[config.mk]
export PLATFORM = sky130hd
export DESIGN_NAME = seq_detect_param
export DESIGN_NICKNAME = d
export VERILOG_FILES = /design/src/rtl/seq_detect_param.sv
export SDC_FILE = /design/constraint.sdc
export NUM_CORES = 1
export LEC_CHECK = 0
export ABC_AREA = 1
export CORE_MARGIN = 2
export CORE_UTILIZATION = 37
export DETAILED_ROUTE_END_ITERATION = 16
export GPL_TIMING_DRIVEN = 0
export PLACE_DENSITY = 0.72
export SYNTH_ARGS = -nofsm -noshare
export SYNTH_HDL_FRONTEND = slang
export SYNTH_SLANG_ARGS = --single-unit
[constraint.sdc]
create_clock -name clk -period 1.1 [get_ports clk]
set_input_delay 0.165 -clock clk [delete_from_list [all_inputs] [get_ports clk]]
set_output_delay 0.165 -clock clk [all_outputs]
set_load 0.01 [all_outputs]
[src/rtl/seq_detect_param.sv]
// Parametrised serial pattern detector with Mealy match flag, run-time pattern
// reload and overlap select. Optional saturating match counter: SEQ_DET_MATCH_CNT_EN.
module seq_detect_param #(
  parameter int unsigned N       = 4,
  parameter logic [N-1:0] PATTERN = N'(4'b1101),
  parameter int unsigned CNT_W   = 8
) (
  input  logic             clk,
  input  logic             reset,
  input  logic             din,
  input  logic             din_valid,
  input  logic             mode_overlap,
  input  logic             pat_load,
  input  logic [N-1:0]     pat_in,
  output logic             y,
  output logic             busy_fill,
  output logic [CNT_W-1:0] match_cnt
);

  localparam int unsigned FW = $clog2(N);
  localparam logic [FW-1:0] FILL_FULL = FW'(N - 1);

  logic [N-2:0]  r_hist;
  logic [FW-1:0] r_fill;
  logic [N-1:0]  r_pat;
  logic [N-1:0]  w_window;
  logic          w_armed;
  logic          w_hit;

  // Candidate window: held history followed by the bit on the wire this cycle.
  assign w_window = {r_hist, din};
  assign w_armed  = (r_fill == FILL_FULL);
  assign w_hit    = ~reset & din_valid & ~pat_load & w_armed & (w_window == r_pat);

  assign y         = w_hit;
  assign busy_fill = reset | ~w_armed;

  // History, fill level and pattern register.
  always_ff @(posedge clk) begin
    if (reset) begin
      r_hist <= '0;
      r_fill <= '0;
      r_pat  <= PATTERN;
    end else if (pat_load) begin
      r_hist <= '0;
      r_fill <= '0;
      r_pat  <= pat_in;
    end else if (din_valid) begin
      r_hist <= w_window[N-2:0];
      // Non-overlapping hit consumes the history so the next match needs N fresh bits.
      if (w_hit && !mode_overlap) begin
        r_fill <= '0;
      end else if (!w_armed) begin
        r_fill <= r_fill + FW'(1);
      end
    end
  end

`ifdef SEQ_DET_MATCH_CNT_EN
  logic [CNT_W-1:0] r_cnt;

  // Saturating hit counter; holds at all-ones instead of wrapping.
  always_ff @(posedge clk) begin
    if (reset) begin
      r_cnt <= '0;
    end else if (w_hit && (r_cnt != {CNT_W{1'b1}})) begin
      r_cnt <= r_cnt + CNT_W'(1);
    end
  end

  assign match_cnt = reset ? CNT_W'(0) : r_cnt;
`else
  assign match_cnt = CNT_W'(0);
`endif

endmodule
==> results of run 1 <==
power by group through the flow:
stage,registers [W],clock network (W),logic (W)
final,0.000353,0.000267,0.000145
after CTS,0.000353,0.000273,0.000143
after detailed placement,0.000362,0,0.000137
after global routing,0.000355,0.000287,0.000161
after floorplan,0.000360,0,0.0000973
after global placement,0.000361,0,0.000135
worst max-delay path by stage:
stage,start,endpoint,cells after the start
2_1_floorplan,r_fill[1],r_fill[1],8
3_3_place_gp,reset,y,6
3_5_place_dp,reset,y,6
4_1_cts,r_fill[0],y,5
5_1_grt,r_fill[0],y,5
6_report,r_fill[0],y,5
worst register-to-register path, delay by kind of cell (launching register included):
family          cells  cell delay, ns
simple gates        6            0.44
buf+inv             1            0.12
compound gates      1            0.12
fa+ha+maj           1            0.13
flops               1            0.36
final cells by class:
class / instances / share of cell area
repair buffers: 14 / 0.161
well taps: 15 / 0.0251
multi-input cells: 52 / 0.365
flip-flops and latches: 9 / 0.249
inverters: 11 / 0.0552
plain buffers: 10 / 0.110
clock buffers: 4 / 0.0351
metal layers:
layer	routed length [um]	track usage	up-vias
li1	-	-	266
met1	513	0.141	190
met2	444	0.206	18
met3	80	0.0435	5
met4	29	0.0774	0
met5	0	0	-
timing repair:
| action | in CTS | in global routing |
|---|---|---|
| pin swaps | 4 | 3 |
| buffers inserted | 6 | 0 |
| hold buffers | 0 | 0 |
| cloned | 0 | 0 |
| gates resized for setup | 13 | 1 |
| endpoints found under the setup margin | 4 | 4 |
metrics by stage:
| step | setup slack (ns) | util | hold WS (ns) | area (sq um) |
|---|---|---|---|---|
| 2_1_floorplan | 0.00499 | - | 0.237 | 572 |
| 3_3_place_gp | -0.855 | 0.517 | 0.380 | 681 |
| 3_5_place_dp | -0.868 | 0.517 | 0.385 | 681 |
| 4_1_cts | -0.273 | 0.567 | 0.117 | 747 |
| 5_1_grt | -0.348 | 0.568 | 0.122 | 748 |
| 6_report | -0.298 | 0.568 | 0.116 | 748 |
state kept, by name (all words and copies together) (netlist names):
| signal | cells |
|---|---|
| r_hist | 3 |
| r_pat | 4 |
| r_fill | 2 |
Yosys cell counts:
library cell | n | share of area
ha_1 | 1 | 0.024
and3_1 | 1 | 0.012
nor2_4 | 1 | 0.021
nand2_1 | 12 | 0.086
nand3_1 | 2 | 0.019
buf_4 | 8 | 0.11
nand4_1 | 1 | 0.012
nor2_1 | 6 | 0.043
o21ai_0 | 7 | 0.067
nor2_2 | 2 | 0.024
inv_1 | 11 | 0.078
nand2_2 | 2 | 0.024
dfxtp_1 | 9 | 0.34
buf_6 | 2 | 0.043
a21oi_1 | 9 | 0.086
conb_1 | 1 | 0.0071
logic make-up (layout without fill, tap and decap cells):
| group | Yosys count | in the layout |
|---|---|---|
| flip-flops | 9 | 9 |
| buffers and inverters | 21 | 39 |
| AND/OR/NAND/NOR | 27 | 27 |
| AO/OA/AOI/OAI | 16 | 16 |
| other | 1 | 8 |
| adder cells (fa/ha/maj) | 1 | 1 |
==> impl_results.md, run 1 <==
- Post-Synth XOR/XNOR Area: 0
- R2R depth: 9
- Flop pwr share: 0.462
- Worst EP arrival: 1.23 ns
- Period Utilization, post-route: 1.27
- Die Wd: 41.7 um
- Min-Delay Endpoint: r_hist[2]
- Layout area overhead: 42.0%
- Total number of vias: 479
- Switching power: 0.000208 W
- Placer Congestion: 0.720
- Mux contribution to synthesized area: 0
- PnR Total Power: 0.000765 W
- Hold Fails Final Rpt: 0
- Max-slew violation count: 0
- Switching Share: 0.272
- Port Buffer Count: 9
- Drt first pass iters: 4
- Clock slew at reported path FFs: 0.07 ns
- # fillers: 131
- Netlist cell types: 16
- CTS buffer count: 3
- Post-DP HPWL: 763 um
- Final Critical Period: 1.40 ns
- Critical path class: flop to output pin
- Reg2reg setup slack: -0.18 ns
- Yosys Warn Count: 0
- Initial antenna violation count: 0
- Core box area: 1320 sq um
- Die Y: 41.7 um
- Non-filler instance count after layout: 115
- CP Launch Type: flop
- Root Driver: clkbuf_4
- Syn Area/Cell: 7.02 sq um
- Gr ovfl total: 0
- Synth Cell Area: 527 sq um
- Share of cells above drive strength 1: 0.320
- Clock latency on the worst-skew pair: 0.27 ns
- Worst hold path startpoint: din_valid
- Cells after DPL: 106
- CP max stage cell: dfxtp_4
- Die area: 1740 sq um
- Seq/Total Area, Yosys: 0.342
- Crit-path max FO: 2
- Post-Route WL: 1070 um
- Unrepaired setup endpoints after global routing: true
- N_diodes: 0
- Clock H-tree levels: 1
- First-pass GRT wire length: 1680 um
- DRC viols: 0
- DR vias/cell: 4.17
- Worst Skew: 0.00912 ns
- Combinational share of power: 0.189
- Flops & latches, synth: 9
- Fin nets: 112
- Worst path bufs/invs: 1
- Simple-Gate Fraction of Synth Area: 0.240
- Clk sinks: 9
- Total Routing Usage GR: 0.127
- CP max stage delay: 0.36 ns
- Int Power: 0.000557 W
- Fmax: 715 MHz
- Final setup margin: -0.298 ns
- Adder-Cell Fraction of Synth Area: 0.0238
- Top Family by Delay on Critical Path: flip-flops
- Reg2reg end: r_fill[1]
- WL/cell: 9.28 um
- Power per Cell Area: 1020 nW/um^2
- Hold crit path type: input pin to flop
- Leak: 0.376 nW
- Starting Density: 0.400
- Compound-gate portion of the synthesized area: 0.152
- Initial DRC Count: 3
- Most frequent cells in the layout: 12 x buf_4, 11 x inv_1, 11 x nand2_1
- Setup-failing EPs final: 4
- Crit. End Element: output pin
- Detail Route Antenna Nets: 0
- CP cell instances: ha_4 > nand2_2 > a21oi_2 > and3_1 > buf_2
- WHS Path Cells: 2
- Rows: 13
- Crit Reg-Reg Startpoint: r_fill[0]
- Status: finished, violations left
- Syn Inst Count: 75
- CTS Buffer Depth: 2
- TNS Setup: -0.872 ns
- VDD IR max: 0.689 mV
- Vias in the first global route: 456
- Register area: 186 sq um
- Clock share of power: 0.349
- Max-cap violations: 0
- Leading cell type in the layout, fill and taps excluded: buf_4
- I/O Pins: 20
- CTS tree: yes
- Multi-input logic area: 273 sq um
- Required @ worst endpoint: 0.94 ns
- Pin count of the biggest net entering global routing: 10
- Largest family of logic cells by synthesized area: simple AND/OR/NAND/NOR gates
- Failing checks: setup timing
Note: power is estimated with default switching activity, not from simulation.
==> run 2, diff against run 1 <==
--- a/config.mk
+++ b/config.mk
@@ -7,10 +7,9 @@
 export LEC_CHECK = 0
 export ABC_AREA = 1
 export CORE_MARGIN = 2
-export CORE_UTILIZATION = 37
+export CORE_UTILIZATION = 30
 export DETAILED_ROUTE_END_ITERATION = 16
 export GPL_TIMING_DRIVEN = 0
-export PLACE_DENSITY = 0.72
 export SYNTH_ARGS = -nofsm -noshare
 export SYNTH_HDL_FRONTEND = slang
 export SYNTH_SLANG_ARGS = --single-unit
==> impl_results.md, run 2 (synthesis results as in run 1) <==
- Status: finished, violations left (unchanged)
- Failing checks: setup timing (unchanged)
- Gr ovfl total: 0 (unchanged)
- Most frequent cells in the layout: 11 x inv_1, 10 x nand2_1, 9 x buf_4 (was 12 x buf_4, 11 x inv_1, 11 x nand2_1)
- Final setup margin: -0.278 ns (was -0.298 ns)
- CP max stage cell: dfxtp_4 (unchanged)
- Reg2reg end: r_fill[1] (unchanged)
- WL met2: 405 um (was 444 um)
- Power per Cell Area: 1000 nW/um^2 (was 1020 nW/um^2)
- Die Y: 45.9 um (was 41.7 um)
- First-pass GRT wire length: 1570 um (was 1680 um)
- Biggest register: r_pat (unchanged)
- Worst Skew: 0.00170 ns (was 0.00912 ns)
- R2R depth: 8 (was 9)
- Clock H-tree levels: 1 (unchanged)
- CTS Buffer Depth: 2 (unchanged)
- Rows: 15 (was 13)
- Min-Delay Endpoint: r_hist[2] (unchanged)
- CP Launch Type: flop (unchanged)
- Core box area: 1690 sq um (was 1320 sq um)
- Crit-path max FO: 3 (was 2)
- Final Critical Period: 1.38 ns (was 1.40 ns)
- Minimum hold slack: 0.115 ns (was 0.116 ns)
- DRC viols: 0 (unchanged)
- Port Buffer Count: 9 (unchanged)
- M1 WL: 491 um (was 513 um)
- Share of cells above drive strength 1: 0.347 (was 0.320)
- Clock slew at reported path FFs: 0.06 ns (was 0.07 ns)
- Vias in the first global route: 384 (was 456)
- Layout Utilization: 0.450 (was 0.568)
- Period Utilization, post-route: 1.25 (was 1.27)
- Hold Fails Final Rpt: 0 (unchanged)
- Top layer in use: met4 (unchanged)
- CP max stage delay: 0.37 ns (was 0.36 ns)
- CTS buffer count: 3 (unchanged)
- Crit Reg-Reg Startpoint: r_fill[0] (unchanged)
- Fmax: 726 MHz (was 715 MHz)
- # hold bufs at CTS: 0 (unchanged)
- Placer Congestion: 0.695 (was 0.720)
- Worst hold path startpoint: din_valid (unchanged)
- Reg2reg setup slack: -0.11 ns (was -0.18 ns)
- Crit. End Element: output pin (unchanged)
- Post-Route WL: 1000 um (was 1070 um)
- Top Family by Delay on Critical Path: flip-flops (unchanged)
- WL met3: 75 um (was 80 um)
- Unrepaired setup endpoints after global routing: true (unchanged)
- Max reg flops: 4 (unchanged)
- Clk sinks: 9 (unchanged)
- Initial antenna violation count: 0 (unchanged)
- Critical path class: flop to output pin (unchanged)
- Leading cell type in the layout, fill and taps excluded: inv_1 (was buf_4)
- Die Wd: 45.9 um (was 41.7 um)
- Total Routing Usage GR: 0.109 (was 0.127)
- N_diodes: 0 (unchanged)
- Leak: 0.371 nW (was 0.376 nW)
- Root Driver: clkbuf_4 (unchanged)
- Max-cap violations: 0 (unchanged)
- CTS tree: yes (unchanged)
- Fin nets: 110 (was 112)
- Die area: 2110 sq um (was 1740 sq um)
- CP cell instances: ha_4 > nand2_2 > a21oi_2 > and3_1 > buf_2 (unchanged)
- Clock latency on the worst-skew pair: 0.27 ns (about the same)
- Layout area overhead: 44.2% (was 42.0%)
- Pin count of the biggest net entering global routing: 10 (unchanged)
- Hold crit path type: input pin to flop (unchanged)
- Post-DP HPWL: 764 um (was 763 um)
- Starting Density: 0.312 (was 0.400)
- Worst EP arrival: 1.21 ns (was 1.23 ns)
- Setup-failing EPs final: 4 (unchanged)
- Detail Route Antenna Nets: 0 (unchanged)
- Total number of vias: 490 (was 479)
- I/O Pins: 20 (unchanged)
- Top flop regs: r_pat x4, r_hist x3, r_fill x2 (unchanged)
- Drt first pass iters: 5 (was 4)
- Worst path bufs/invs: 1 (unchanged)
- Required @ worst endpoint: 0.94 ns (about the same)
- Initial DRC Count: 6 (was 3)
- WL/cell: 8.72 um (was 9.28 um)
- Max-slew violation count: 0 (unchanged)
- VDD IR max: 0.543 mV (was 0.689 mV)
- WHS Path Cells: 2 (unchanged)
- DR vias/cell: 4.26 (was 4.17)
[run 2: final cells by class]
cell class | count | area [sq um]
plain buffers | 10 | 82.6
clock buffers | 4 | 26.3
fillers | 190 | 930
inverters | 11 | 41.3
multi-input cells | 52 | 285
flip-flops and latches | 9 | 188
well taps | 17 | 21.3
repair buffers | 12 | 115
[run 2: worst max path at each step]
stage | slack [ns] | cells after the start | end | startpoint
global route | -0.34 | 5 | y | r_fill[1]
CTS | -0.30 | 5 | y | r_fill[0]
finish | -0.28 | 5 | y | r_fill[0]
global placement | -0.87 | 6 | y | reset
floorplan | 0.005 | 8 | r_fill[1] | r_fill[1]
detailed placement | -0.87 | 6 | y | reset
[run 2: what timing repair did]
action / in CTS / in global routing
endpoints found under the setup margin: 4 / 4
hold endpoints to repair: 0 / 0
setup buffers: 3 / 1
pin swaps: 2 / 6
resized for setup: 16 / 7
[run 2: metal layers]
layer  track usage  vias to the layer above
li1              -                      265
met1         0.137                      202
met2         0.150                       18
met3        0.0357                        5
met4        0.0857                        0
met5             0                        -
[run 2: per-stage QoR]
stage	power [W]	instance area, sq um	cells	TNS [ns]	worst slack [ns]
2_1_floorplan	0.000457	572	82	0	0.00499
3_3_place_gp	0.000497	683	108	-2.71	-0.869
5_1_grt	0.000812	759	115	-0.897	-0.343
6_report	0.000761	759	115	-0.684	-0.278
3_5_place_dp	0.000500	683	108	-2.75	-0.872
4_1_cts	0.000761	746	115	-0.734	-0.300
[run 2: power by group]
| group | switching (W) | leakage (nW) | internal [W] |
|---|---|---|---|
| clock network | 0.000123 | 0.0150 | 0.000140 |
| logic | 0.0000697 | 0.281 | 0.0000738 |
| registers | 0.0000111 | 0.0755 | 0.000343 |
[run 2: worst reg2reg max path: stages, from the launching register on]
cell and delay, ns:
dfxtp_4 0.36, ha_4 0.16, buf_4 0.13, buf_6 0.11, buf_6 0.11, nand2_4 0.07, nand3_1 0.06, nand2_1 0.08
nor2_2 0.03
==> edit, RTL diff (config.mk and constraints of run 1) <==
Register the outputs `y` and `busy_fill`, with the module's reset; this adds one clock of latency there. The other outputs are not delayed to match.
--- a/src/rtl/seq_detect_param.sv
+++ b/src/rtl/seq_detect_param.sv
@@ -32,8 +32,15 @@
   assign w_armed  = (r_fill == FILL_FULL);
   assign w_hit    = ~reset & din_valid & ~pat_load & w_armed & (w_window == r_pat);
 
-  assign y         = w_hit;
-  assign busy_fill = reset | ~w_armed;
+  always_ff @(posedge clk) begin
+    if (reset) begin
+      y         <= '0;
+      busy_fill <= '0;
+    end else begin
+      y         <= w_hit;
+      busy_fill <= reset | ~w_armed;
+    end
+  end
 
   // History, fill level and pattern register.
   always_ff @(posedge clk) begin
Check against the original RTL: not equivalent (Yosys sat finds a counterexample within 4 cycles, from zero or initial values and one cycle with reset high).
==> edit against run 1 <==
The flow still finishes with violations (negative setup slack); sequential power increased by 22%; non-clock buffer count decreased by 2; critical endpoint is now r_fill[0]; worst hold slack improved by 0.010 ns; power increased by 11%; routed wire length decreased by 1.3%; largest power group unchanged; sequential cell count increased by 2; cell area increased by 3.3%; utilization decreased by 3.6 points; worst setup slack improved by 0.21 ns; highest routed layer unchanged; synthesized area increased by 5.9%.
==> edit: results (changes against run 1) <==
Flow run
  – MaxCap Viol Count: 0 (unchanged)

Place
  – IO buf count: 10 (was 9)
  – Routability Congestion: 0.7510 (was 0.7201)
  – Dpl cell area: 723.2 um^2 (was 680.7 um^2)
  – DP HPWL: 794 um (was 763.4 um)
  – Setup WS pre-CTS: -0.5548 ns (was -0.8681 ns)

STA
  – Final WS setup: -0.09253 ns (was -0.2979 ns)
  – Skew final: 0.001913 ns (was 0.009121 ns)
  – Fin Hold WS: 0.1262 ns (was 0.1161 ns)
  – Final setup vio count: 2 (was 4)

Worst setup path
  – RR Endpoint: r_fill[0] (was r_fill[1])
  – CP Launch Point: r_fill[0] (unchanged)
  – R2r worst-path depth: 8 (was 9)
  – Crit-path max FO: 3 (was 2)
  – Crit end category: flip-flop (was primary output)
  – Crit path DAT: 1.35 ns (was 1.23 ns)

Global route
  – Initial antenna violation count: 0 (unchanged)
  – Pin count of the biggest net entering global routing: 10 (unchanged)
  – First-pass GRT wire length: 1725 um (was 1683 um)
  – GRT Resource Usage Total: 0.1301 (was 0.1271)
  – Vias in the first global route: 437 (was 456)

Cells and area
  – Share of cells above drive strength 1: 0.2673 (was 0.3200)
  – Largest regs: r_pat (4), r_hist (3), r_fill (2) (unchanged)
  – Design Area, Final: 773.2 um^2 (was 748.2 um^2)
  – Fillers: 144 (was 131)
  – Inserted Diodes: 0 (unchanged)
  – Final #Nets: 113 (was 112)

Clocking
  – CTS Buffer Depth: 2 (unchanged)
  – Resize count post-CTS: 7 (was 13)
  – Clk_lat worst skew: 0.26 ns
  – H-Tree Depth: 1 (unchanged)
  – Total CTS buffers: 3 (unchanged)
  – Worst-path clk slew: 0.07 ns (about the same)
  – Clock root buffer: clkbuf_4 (unchanged)
  – Post-CTS setup buffer count: 2 (was 6)

Yosys
  – Async set-reset flop share out of synthesis: 0 (unchanged)
  – Top post-synthesis cells by count: nand2_1, dfxtp_1, a21oi_1, inv_1, buf_4 (was nand2_1, inv_1, a21oi_1, dfxtp_1, buf_4)
  – Top post-synthesis cells by area: dfxtp_1, buf_4, nand2_1 (was dfxtp_1, buf_4, a21oi_1)
  – Synth cell types: 19 (was 16)
  – Yosys synthesis warning count: 0 (unchanged)
  – Post-synthesis sequential area ratio: 0.3946 (was 0.3420)

Hold path
  – WHS Endpoint: r_pat[3] (was r_hist[2])
  – Hold Startpoint: pat_load (was din_valid)
  – Hold crit path type: in -> reg (unchanged)
  – Hold path depth: 2 (unchanged)

Drt
  – Vias/cell: 4.342 (was 4.165)
  – DRT iter0 DRCs: 7 (was 3)
  – Drt pass-1 iters: 4 (unchanged)
  – Post-DR wirelength/cell: 9.000 um (was 9.278 um)

Outcome
  – Outcome: finished, violations left (unchanged)
  – Failing checks: negative setup slack (unchanged)

Power
  – Pleak: 0.3862 nW (was 0.3762 nW)
  – Peak supply drop: 0.6749 mV (was 0.6888 mV)
edit: changes by cell type after synthesis, sizes merged:
cell	delta
buf	-1
nand2	+1
o21ai	-1
clkinv	+1
nor2	+1
inv	-1
dfxtp	+2
edit: kinds of logic after synthesis:
kind of cell / share of synthesized area
AOI/OAI and AO/OA: 0.1345
adders and majority gates: 0.02242
buffers and inverters: 0.2018
DFF: 0.3946
other: 0.006720
and+or+nand+nor: 0.2399
edit: report_power, final:
part / switching [mW] / internal (mW) / leakage [nW] / total, mW
sequential: 0.0113 / 0.418 / 0.0915 / 0.429
clock: 0.127 / 0.140 / 0.0150 / 0.267
combinational: 0.0737 / 0.0756 / 0.280 / 0.149
total: 0.212 / 0.634 / 0.386 / 0.846
edit: layer usage:
| layer | up-vias | part of all wire | wire, um | track usage |
|---|---|---|---|---|
| li1 | 274 | - | - | - |
| met4 | 0 | 0.015 | 16 | 0.05625 |
| met2 | 12 | 0.51 | 535 | 0.2152 |
| met5 | - | 0 | 0 | 0 |
| met1 | 218 | 0.40 | 424 | 0.1384 |
| met3 | 4 | 0.071 | 75 | 0.06383 |
edit: per-stage QoR:
step | instances | TNS [ns]
after CTS | 116 | -0.1595
after global routing | 117 | -0.3546
final | 117 | -0.1677
after global placement | 110 | -1.598
after detailed placement | 110 | -1.712
after floorplan | 84 | 0
edit: final cells by class:
class / count / share of cell area
repair buffers: 13 / 0.1505
plain buffers: 9 / 0.09223
flip-flops and latches: 11 / 0.2880
multi-input cells: 53 / 0.3560
clock buffers: 4 / 0.03398
well taps: 16 / 0.02589
inverters: 11 / 0.05340
edit: critical path, stage by stage (launching register included):
cell and delay, ns:
dfxtp_2 0.36, ha_4 0.14, nand2_2 0.04, a21oi_2 0.12
nand4_1 0.14, nand2_2 0.11, nand3_1 0.07, nand2_1 0.07
nor2_1 0.04
